File: src/rtl/axi4_lite_regfile_gen_pkg.sv
// Shared types and helpers for the parametrised AXI4-Lite register file.
package axi4_lite_regfile_gen_pkg;

  localparam int unsigned RESP_W = 2;

  localparam logic [RESP_W-1:0] RESP_OKAY   = 2'b00;
  localparam logic [RESP_W-1:0] RESP_SLVERR = 2'b10;

  // Access behaviour of a single register
  typedef enum logic [1:0] {
    ACC_RW  = 2'd0,
    ACC_RO  = 2'd1,
    ACC_W1C = 2'd2
  } reg_access_e;

  typedef enum logic [2:0] {
    WR_IDLE   = 3'd0,
    WR_GOT_AW = 3'd1,
    WR_GOT_W  = 3'd2,
    WR_COMMIT = 3'd3,
    WR_RESP   = 3'd4
  } wr_state_e;

  typedef enum logic {
    RD_IDLE = 1'b0,
    RD_RESP = 1'b1
  } rd_state_e;

  // Resolve a register's access type: the IRQ enable register is always RW,
  // otherwise RO wins over W1C.
  function automatic reg_access_e reg_access(input logic ro, input logic w1c,
                                             input logic irq_en);
    reg_access_e acc;
    acc = ACC_RW;
    if (irq_en) begin
      acc = ACC_RW;
    end else if (ro) begin
      acc = ACC_RO;
    end else if (w1c) begin
      acc = ACC_W1C;
    end
    return acc;
  endfunction

endpackage

File: src/rtl/axi4_lite_reg_cell.sv
// One register of the register file: RW byte-strobed, RO hardware-driven,
// or W1C with hardware set (set wins over a same-cycle clear).
module axi4_lite_reg_cell
  import axi4_lite_regfile_gen_pkg::*;
#(
  parameter int unsigned           DATA_WIDTH = 32,
  parameter reg_access_e           ACCESS     = ACC_RW,
  parameter logic [DATA_WIDTH-1:0] RST_VAL    = '0
) (
  input  logic                    aclk,
  input  logic                    aresetn,
  input  logic                    we,
  input  logic [DATA_WIDTH-1:0]   wdata,
  input  logic [DATA_WIDTH/8-1:0] wstrb,
  input  logic [DATA_WIDTH-1:0]   hw_val,
  input  logic [DATA_WIDTH-1:0]   hw_set,
  output logic [DATA_WIDTH-1:0]   q
);

  localparam int unsigned STRB_W = DATA_WIDTH / 8;
  localparam logic [DATA_WIDTH-1:0] RST_Q = (ACCESS == ACC_RW) ? RST_VAL : '0;

  logic [DATA_WIDTH-1:0] bit_mask;
  logic [DATA_WIDTH-1:0] d_next;

  // Expand byte strobes to a bit mask
  always_comb begin
    bit_mask = '0;
    for (int b = 0; b < STRB_W; b++) begin
      bit_mask[b*8 +: 8] = {8{wstrb[b]}};
    end
  end

  // Next value according to the access type
  always_comb begin
    d_next = q;
    case (ACCESS)
      ACC_RO:  d_next = hw_val;
      ACC_W1C: d_next = (we ? (q & ~(wdata & bit_mask)) : q) | hw_set;
      default: d_next = we ? ((q & ~bit_mask) | (wdata & bit_mask)) : q;
    endcase
  end

  // Register storage
  always_ff @(posedge aclk or negedge aresetn) begin
    if (!aresetn) begin
      q <= RST_Q;
    end else begin
      q <= d_next;
    end
  end

endmodule

File: src/rtl/axi4_lite_regfile_gen.sv
// Parametrised AXI4-Lite register file with RW / RO / W1C registers and a
// level IRQ from W1C registers gated by the last (enable) register.
// Optional build macro: AXI4L_REGFILE_RO_ERR_EN -- AXI writes to RO
// registers answer SLVERR instead of being silently dropped with OKAY.
module axi4_lite_regfile_gen
  import axi4_lite_regfile_gen_pkg::*;
#(
  parameter int unsigned           ADDR_WIDTH = 32,
  parameter int unsigned           DATA_WIDTH = 32,
  parameter int unsigned           NUM_REGS   = 16,
  parameter logic [NUM_REGS-1:0]   RO_MASK    = '0,
  parameter logic [NUM_REGS-1:0]   W1C_MASK   = '0,
  parameter logic [DATA_WIDTH-1:0] RST_VAL    = '0
) (
  input  logic                           aclk,
  input  logic                           aresetn,
  // write address channel
  input  logic [ADDR_WIDTH-1:0]          awaddr,
  input  logic                           awvalid,
  output logic                           awready,
  // write data channel
  input  logic [DATA_WIDTH-1:0]          wdata,
  input  logic [DATA_WIDTH/8-1:0]        wstrb,
  input  logic                           wvalid,
  output logic                           wready,
  // write response channel
  output logic [1:0]                     bresp,
  output logic                           bvalid,
  input  logic                           bready,
  // read address channel
  input  logic [ADDR_WIDTH-1:0]          araddr,
  input  logic                           arvalid,
  output logic                           arready,
  // read data channel
  output logic [DATA_WIDTH-1:0]          rdata,
  output logic [1:0]                     rresp,
  output logic                           rvalid,
  input  logic                           rready,
  // hardware side
  input  logic [NUM_REGS*DATA_WIDTH-1:0] hw_ro_val,
  input  logic [NUM_REGS*DATA_WIDTH-1:0] hw_w1c_set,
  output logic [NUM_REGS*DATA_WIDTH-1:0] reg_q,
  output logic [NUM_REGS-1:0]            wr_pulse,
  output logic                           irq
);

  localparam int unsigned STRB_W     = DATA_WIDTH / 8;
  localparam int unsigned IDX_W      = $clog2(NUM_REGS);
  localparam int unsigned ADDR_LSB   = $clog2(STRB_W);
  localparam int unsigned IRQ_EN_IDX = NUM_REGS - 1;
  localparam logic [ADDR_WIDTH-1:0] ADDR_LIMIT = ADDR_WIDTH'(NUM_REGS * STRB_W);
  localparam logic [IDX_W-1:0]      IRQ_EN_SEL = IDX_W'(IRQ_EN_IDX);

`ifdef AXI4L_REGFILE_RO_ERR_EN
  localparam bit RO_ERR_EN = 1'b1;
`else
  localparam bit RO_ERR_EN = 1'b0;
`endif

  wr_state_e wr_state;
  rd_state_e rd_state;

  logic [ADDR_WIDTH-1:0] aw_addr_q;
  logic [DATA_WIDTH-1:0] w_data_q;
  logic [STRB_W-1:0]     w_strb_q;
  logic                  commit_q;

  logic aw_fire_c;
  logic w_fire_c;
  logic b_fire_c;
  logic ar_fire_c;
  logic r_fire_c;

  logic [IDX_W-1:0]    aw_idx_c;
  logic [IDX_W-1:0]    ar_idx_c;
  logic                aw_in_range_c;
  logic                ar_in_range_c;
  logic [NUM_REGS-1:0] ro_vec;
  logic [NUM_REGS-1:0] w1c_vec;
  logic [NUM_REGS-1:0] cell_we_c;
  logic                irq_c;

  logic [DATA_WIDTH-1:0] q_arr [NUM_REGS];

  assign aw_fire_c = awvalid && awready;
  assign w_fire_c  = wvalid && wready;
  assign b_fire_c  = bvalid && bready;
  assign ar_fire_c = arvalid && arready;
  assign r_fire_c  = rvalid && rready;

  assign aw_idx_c      = aw_addr_q[ADDR_LSB +: IDX_W];
  assign ar_idx_c      = araddr[ADDR_LSB +: IDX_W];
  assign aw_in_range_c = aw_addr_q < ADDR_LIMIT;
  assign ar_in_range_c = araddr < ADDR_LIMIT;

  // Register cells, one per address
  for (genvar i = 0; i < NUM_REGS; i++) begin : g_cell
    localparam reg_access_e ACC = reg_access(RO_MASK[i], W1C_MASK[i], i == IRQ_EN_IDX);

    assign ro_vec[i]    = (ACC == ACC_RO);
    assign w1c_vec[i]   = (ACC == ACC_W1C);
    assign cell_we_c[i] = commit_q && aw_in_range_c && (aw_idx_c == IDX_W'(i));

    axi4_lite_reg_cell #(
      .DATA_WIDTH (DATA_WIDTH),
      .ACCESS     (ACC),
      .RST_VAL    (RST_VAL)
    ) u_cell (
      .aclk    (aclk),
      .aresetn (aresetn),
      .we      (cell_we_c[i]),
      .wdata   (w_data_q),
      .wstrb   (w_strb_q),
      .hw_val  (hw_ro_val[i*DATA_WIDTH +: DATA_WIDTH]),
      .hw_set  (hw_w1c_set[i*DATA_WIDTH +: DATA_WIDTH]),
      .q       (q_arr[i])
    );

    assign reg_q[i*DATA_WIDTH +: DATA_WIDTH] = q_arr[i];
  end

  // Write path: collect AW and W in any order, commit, then respond.
  // The commit strobe is registered so the cell update, wr_pulse and bvalid
  // all become visible on the same edge.
  always_ff @(posedge aclk or negedge aresetn) begin
    if (!aresetn) begin
      wr_state  <= WR_IDLE;
      awready   <= 1'b0;
      wready    <= 1'b0;
      bvalid    <= 1'b0;
      bresp     <= RESP_OKAY;
      aw_addr_q <= '0;
      w_data_q  <= '0;
      w_strb_q  <= '0;
      commit_q  <= 1'b0;
      wr_pulse  <= '0;
    end else begin
      commit_q <= 1'b0;
      wr_pulse <= cell_we_c & ~ro_vec;
      case (wr_state)
        WR_IDLE: begin
          if (aw_fire_c && w_fire_c) begin
            aw_addr_q <= awaddr;
            w_data_q  <= wdata;
            w_strb_q  <= wstrb;
            awready   <= 1'b0;
            wready    <= 1'b0;
            wr_state  <= WR_COMMIT;
          end else if (aw_fire_c) begin
            aw_addr_q <= awaddr;
            awready   <= 1'b0;
            wready    <= 1'b1;
            wr_state  <= WR_GOT_AW;
          end else if (w_fire_c) begin
            w_data_q  <= wdata;
            w_strb_q  <= wstrb;
            awready   <= 1'b1;
            wready    <= 1'b0;
            wr_state  <= WR_GOT_W;
          end else begin
            awready   <= 1'b1;
            wready    <= 1'b1;
          end
        end
        WR_GOT_AW: begin
          if (w_fire_c) begin
            w_data_q <= wdata;
            w_strb_q <= wstrb;
            wready   <= 1'b0;
            wr_state <= WR_COMMIT;
          end
        end
        WR_GOT_W: begin
          if (aw_fire_c) begin
            aw_addr_q <= awaddr;
            awready   <= 1'b0;
            wr_state  <= WR_COMMIT;
          end
        end
        WR_COMMIT: begin
          commit_q <= 1'b1;
          if (!aw_in_range_c || (RO_ERR_EN && ro_vec[aw_idx_c])) begin
            bresp <= RESP_SLVERR;
          end else begin
            bresp <= RESP_OKAY;
          end
          wr_state <= WR_RESP;
        end
        WR_RESP: begin
          if (commit_q) begin
            bvalid <= 1'b1;
          end else if (b_fire_c) begin
            bvalid   <= 1'b0;
            awready  <= 1'b1;
            wready   <= 1'b1;
            wr_state <= WR_IDLE;
          end
        end
        default: begin
          awready  <= 1'b0;
          wready   <= 1'b0;
          bvalid   <= 1'b0;
          wr_state <= WR_IDLE;
        end
      endcase
    end
  end

  // Read path: capture the addressed register at the AR handshake
  always_ff @(posedge aclk or negedge aresetn) begin
    if (!aresetn) begin
      rd_state <= RD_IDLE;
      arready  <= 1'b0;
      rvalid   <= 1'b0;
      rdata    <= '0;
      rresp    <= RESP_OKAY;
    end else begin
      case (rd_state)
        RD_IDLE: begin
          if (ar_fire_c) begin
            arready  <= 1'b0;
            rvalid   <= 1'b1;
            rdata    <= ar_in_range_c ? q_arr[ar_idx_c] : '0;
            rresp    <= ar_in_range_c ? RESP_OKAY : RESP_SLVERR;
            rd_state <= RD_RESP;
          end else begin
            arready  <= 1'b1;
          end
        end
        RD_RESP: begin
          if (r_fire_c) begin
            rvalid   <= 1'b0;
            arready  <= 1'b1;
            rd_state <= RD_IDLE;
          end
        end
        default: begin
          arready  <= 1'b0;
          rvalid   <= 1'b0;
          rd_state <= RD_IDLE;
        end
      endcase
    end
  end

  // Any enabled pending W1C bit raises the interrupt
  always_comb begin
    irq_c = 1'b0;
    for (int i = 0; i < NUM_REGS; i++) begin
      if (w1c_vec[i]) begin
        irq_c = irq_c | (|(q_arr[i] & q_arr[IRQ_EN_SEL]));
      end
    end
  end

  // Registered interrupt output
  always_ff @(posedge aclk or negedge aresetn) begin
    if (!aresetn) begin
      irq <= 1'b0;
    end else begin
      irq <= irq_c;
    end
  end

endmodule

File: config.mk
export PLATFORM = sky130hd
export DESIGN_NAME = axi4_lite_regfile_gen
export DESIGN_NICKNAME = d
export VERILOG_FILES = /design/src/rtl/axi4_lite_regfile_gen_pkg.sv /design/src/rtl/axi4_lite_reg_cell.sv /design/src/rtl/axi4_lite_regfile_gen.sv
export SDC_FILE = /design/constraint.sdc
export NUM_CORES = 1
export LEC_CHECK = 0
export ABC_AREA = 1
export CORE_AREA = 2 2 654 656
export DETAILED_ROUTE_END_ITERATION = 8
export DIE_AREA = 0 0 656 658
export PLACE_DENSITY = 0.33
export SYNTH_ARGS = -nofsm -noshare
export SYNTH_HDL_FRONTEND = slang
export SYNTH_SLANG_ARGS = --single-unit
export TNS_END_PERCENT = 5
File: constraint.sdc
create_clock -name aclk -period 2 [get_ports aclk]
set_input_delay 0.2 -clock aclk [delete_from_list [all_inputs] [get_ports aclk]]
set_output_delay 0.2 -clock aclk [all_outputs]
set_load 0.005 [all_outputs]
==> results.md <==
- Total track usage: around a tenth
- Pre-CTS setup slack: -572.0 ps
- Worst setup margin: -255.2 ps
- Worst-Margin Slew: 845.9 ps
- Final nets: about 5,900
- PnR Total Power: between 40 and 50 mW
- Max_cap viols: 0
- Simple logic cell fraction of the synthesized area: 41.13%
- Clk slew on worst S/H paths: around 60 ps
- Initial Util: 7.187%
- Vias: 33,330
- CTS buffer count: 82
- Period utilization: 112.8%
- Synth area leaders: dfrtp_1, nand2_1, nand3_1
- Slew HR: 43.60%
- Routed len/inst: 23.09 um
- Final hold slack: just under 70 ps
- Seq/Total Area, Yosys: between 50% and 60%
- Layout area overhead: 66.89%
- Crit path DAT: roughly 2900 ps
- Crit-path max FO: 10
- Pwr Density: between 800 and 900 nW/um^2
- First-pass GRT wire length: 312.1 mm
- GRT overflow: 0
- Util after Layout: a little under an eighth
- Multi-input logic area: 13,380 um^2
- Pin count of the biggest net entering global routing: 102
- Clock skew: between 50 and 60 ps
- Post-synthesis adder-cell area fraction: 0%
- Mapped Avg Cell Area: 7.719 um^2
- Yosys reg bits: roughly 640
- Final setup vio count: 508
- Area share of the largest cell type after synthesis: 52.25%
- Register area: 16,100 um^2
- HP Class: input pin to asynchronous set/reset pin
- Clk Latency, worst-skew pair: ~730 ps
- CTS H-tree depth: 3
- Compound-Gate Fraction of Synth Area: 0.3603%
- Cell Area, Synth: 30,560 um^2
- Chip Height: approximately 660 um
- Slowest CP cell: dfrtp_1
- Port bufs: between 600 and 700
- CTS tree: yes
- IO Pins: 1,701
- Final hold vios: 0
- Synth warn: 0
- Clock root buffer: clkbuf_16
- Kind of critical path: register to register
- Synth Area in XOR/XNOR: 0%
- Crit path cell chain: nor2_2 > inv_1 > nor3_2 > buf_4 > nand3_4 > buf_16 > buf_16 > buf_12 > nor2_8 > buf_12 > clkbuf_16 > nand3_1 > nand2_1
- First-pass DRT Iterations: 9
- Die width: approximately 660 um
- Placed cells: 10,300
- Core Area: between 400,000 and 500,000 um^2
- Multiplexer share of the synthesized area: 0.7370%
- Worst path required time: 2640 ps
- RSZ-0062 raised after global routing: true
- Status: finished with violations
- Leakage power: about 23 nW
- Yosys top cell by area: dfrtp_1
- Clk sink count: 638
- Largest family of logic cells by synthesized area: simple AND/OR/NAND/NOR gates
- Initial antenna violation count: 31
- Worst path max stage delay: 380 ps
- Placement row count: 240
- DP Wirelength: 177.0 mm
- DR iter-0 viols: just over 3,000
- Non-filler cells, final: 10,520
- Drt drc: 22
- Placer Congestion: around 0.86
- Unique masters post-synth: 22
- Fmax achieved: about 440 MHz
- Startpoint type of the worst setup path: register
- Crit. End Element: register
- Worst r2r path cells: 13
- Die footprint: 431,600 um^2
- Period minus WS final: roughly 2300 ps
- Peak VDD IR: around 800 uV
- DRT Wirelength: around 240 mm
- Vias in the first global route: 32,140
- Fin. max-slew vios: 0
- Fillers: between 40,000 and 50,000
- Layout cells sized above 1: 15.69%
- Post-DRT Antenna Nets: 0
- Clk buf depth: 3
- Syn Inst Count: 3,959
- Failing checks: design-rule violations, negative setup slack
- Via/cell ratio: 3.169
==> synthesized netlist by cell type <==
library cell	number
nor3_2	1
mux2_2	20
clkbuf_1	199
nor3_1	2
nand3_1	1034
nand4_1	67
and2_0	2
buf_2	65
buf_1	17
buf_6	19
nor2_8	10
or2_2	1
nand2_1	1711
nor2_1	81
o21ai_0	8
conb_1	1
nand3_2	1
a21oi_1	14
inv_2	1
dfrtp_1	638
buf_4	21
inv_1	46
==> per-layer routing <==
metal,share of wire (%),global-route usage [%],vias up
met5,0.028,0,-
met4,5.1,4.722,10
met3,8.4,3.368,343
met2,48,18.08,1481
met1,39,12.04,16960
li1,-,-,14540
==> area by class of cell <==
| cell class | count | share of cell area (%) |
|---|---|---|
| multi-input combinational | 2955 | 26.24 |
| clock buffer | 112 | 4.617 |
| clock inverter | 30 | 0.9617 |
| timing repair buffer | 1044 | 22.26 |
| inverter | 47 | 0.3754 |
| sequential | 638 | 31.57 |
| antenna | 4 | 0.01963 |
| tap | 5687 | 13.95 |
==> cells by family after synthesis <==
logic type	after synthesis
other cells	1
mux	20
compound gates	22
buf+inv	368
flops	638
simple gates	2910
==> power by group <==
part / internal [mW] / switching, mW / leakage, nW
clock: 9.43 / 6.85 / 1.38
combinational: 2.57 / 7.51 / 12.6
sequential: 13.7 / 1.01 / 8.60
total: 25.7 / 15.4 / 22.6
==> final timing paths <==
check	from	end	slack, ps
min reg2reg	w_data_q[17]$_DFFE_PN0P_	w_data_q[17]$_DFFE_PN0P_	480
min	aresetn	w_data_q[14]$_DFFE_PN0P_	70
max in group asynchronous	aresetn	asynchronous set/reset pin	990
max reg2reg	register	register	-260
max	register	register	-260
min in group aclk	wstrb[2]	w_strb_q[2]$_DFFE_PN0P_	70
==> worst max-delay path, delay by kind of cell (launching register included) <==
| kind | cells | cell delay (ps) |
|---|---|---|
| buffers and inverters | 7 | 1030 |
| DFF | 1 | 380 |
| and+or+nand+nor | 6 | 750 |
==> repair_timing <==
| action | in CTS | in global routing |
|---|---|---|
| hold endpoints to repair | 641 | 0 |
| hold buffers | 4 | 0 |
| cloned | 7 | 13 |
| setup endpoints to repair | 682 | 567 |
| pin swaps | 27 | 44 |
| gates resized for setup | 281 | 89 |
| setup buffers | 29 | 17 |
==> stage by stage <==
step / area, um^2 / setup TNS (ps)
floorplan: 30570 / 0
global placement: 46450 / -66220
detailed placement: 46450 / -67970
CTS: 50110 / -78360
global route: 51000 / -143690
finish: 51000 / -65860
==> placed cells by master (no fill, tap or decap), types with 19 or more instances in the layout <==
master              n
nand2_1          1697
nand3_1           973
dfrtp_1           536
clkdlybuf4s50_1   520
buf_4             228
dlygate4sd2_1     108
buf_12            107
dfrtp_2            98
clkbuf_16          95
nand4_1            67
nor2_1             62
nand3_2            59
inv_1              41
buf_6              23
mux2_2             20
clkbuf_8           19
dlymetal6s2s_1     19
Power figures use the tool's default switching activity.
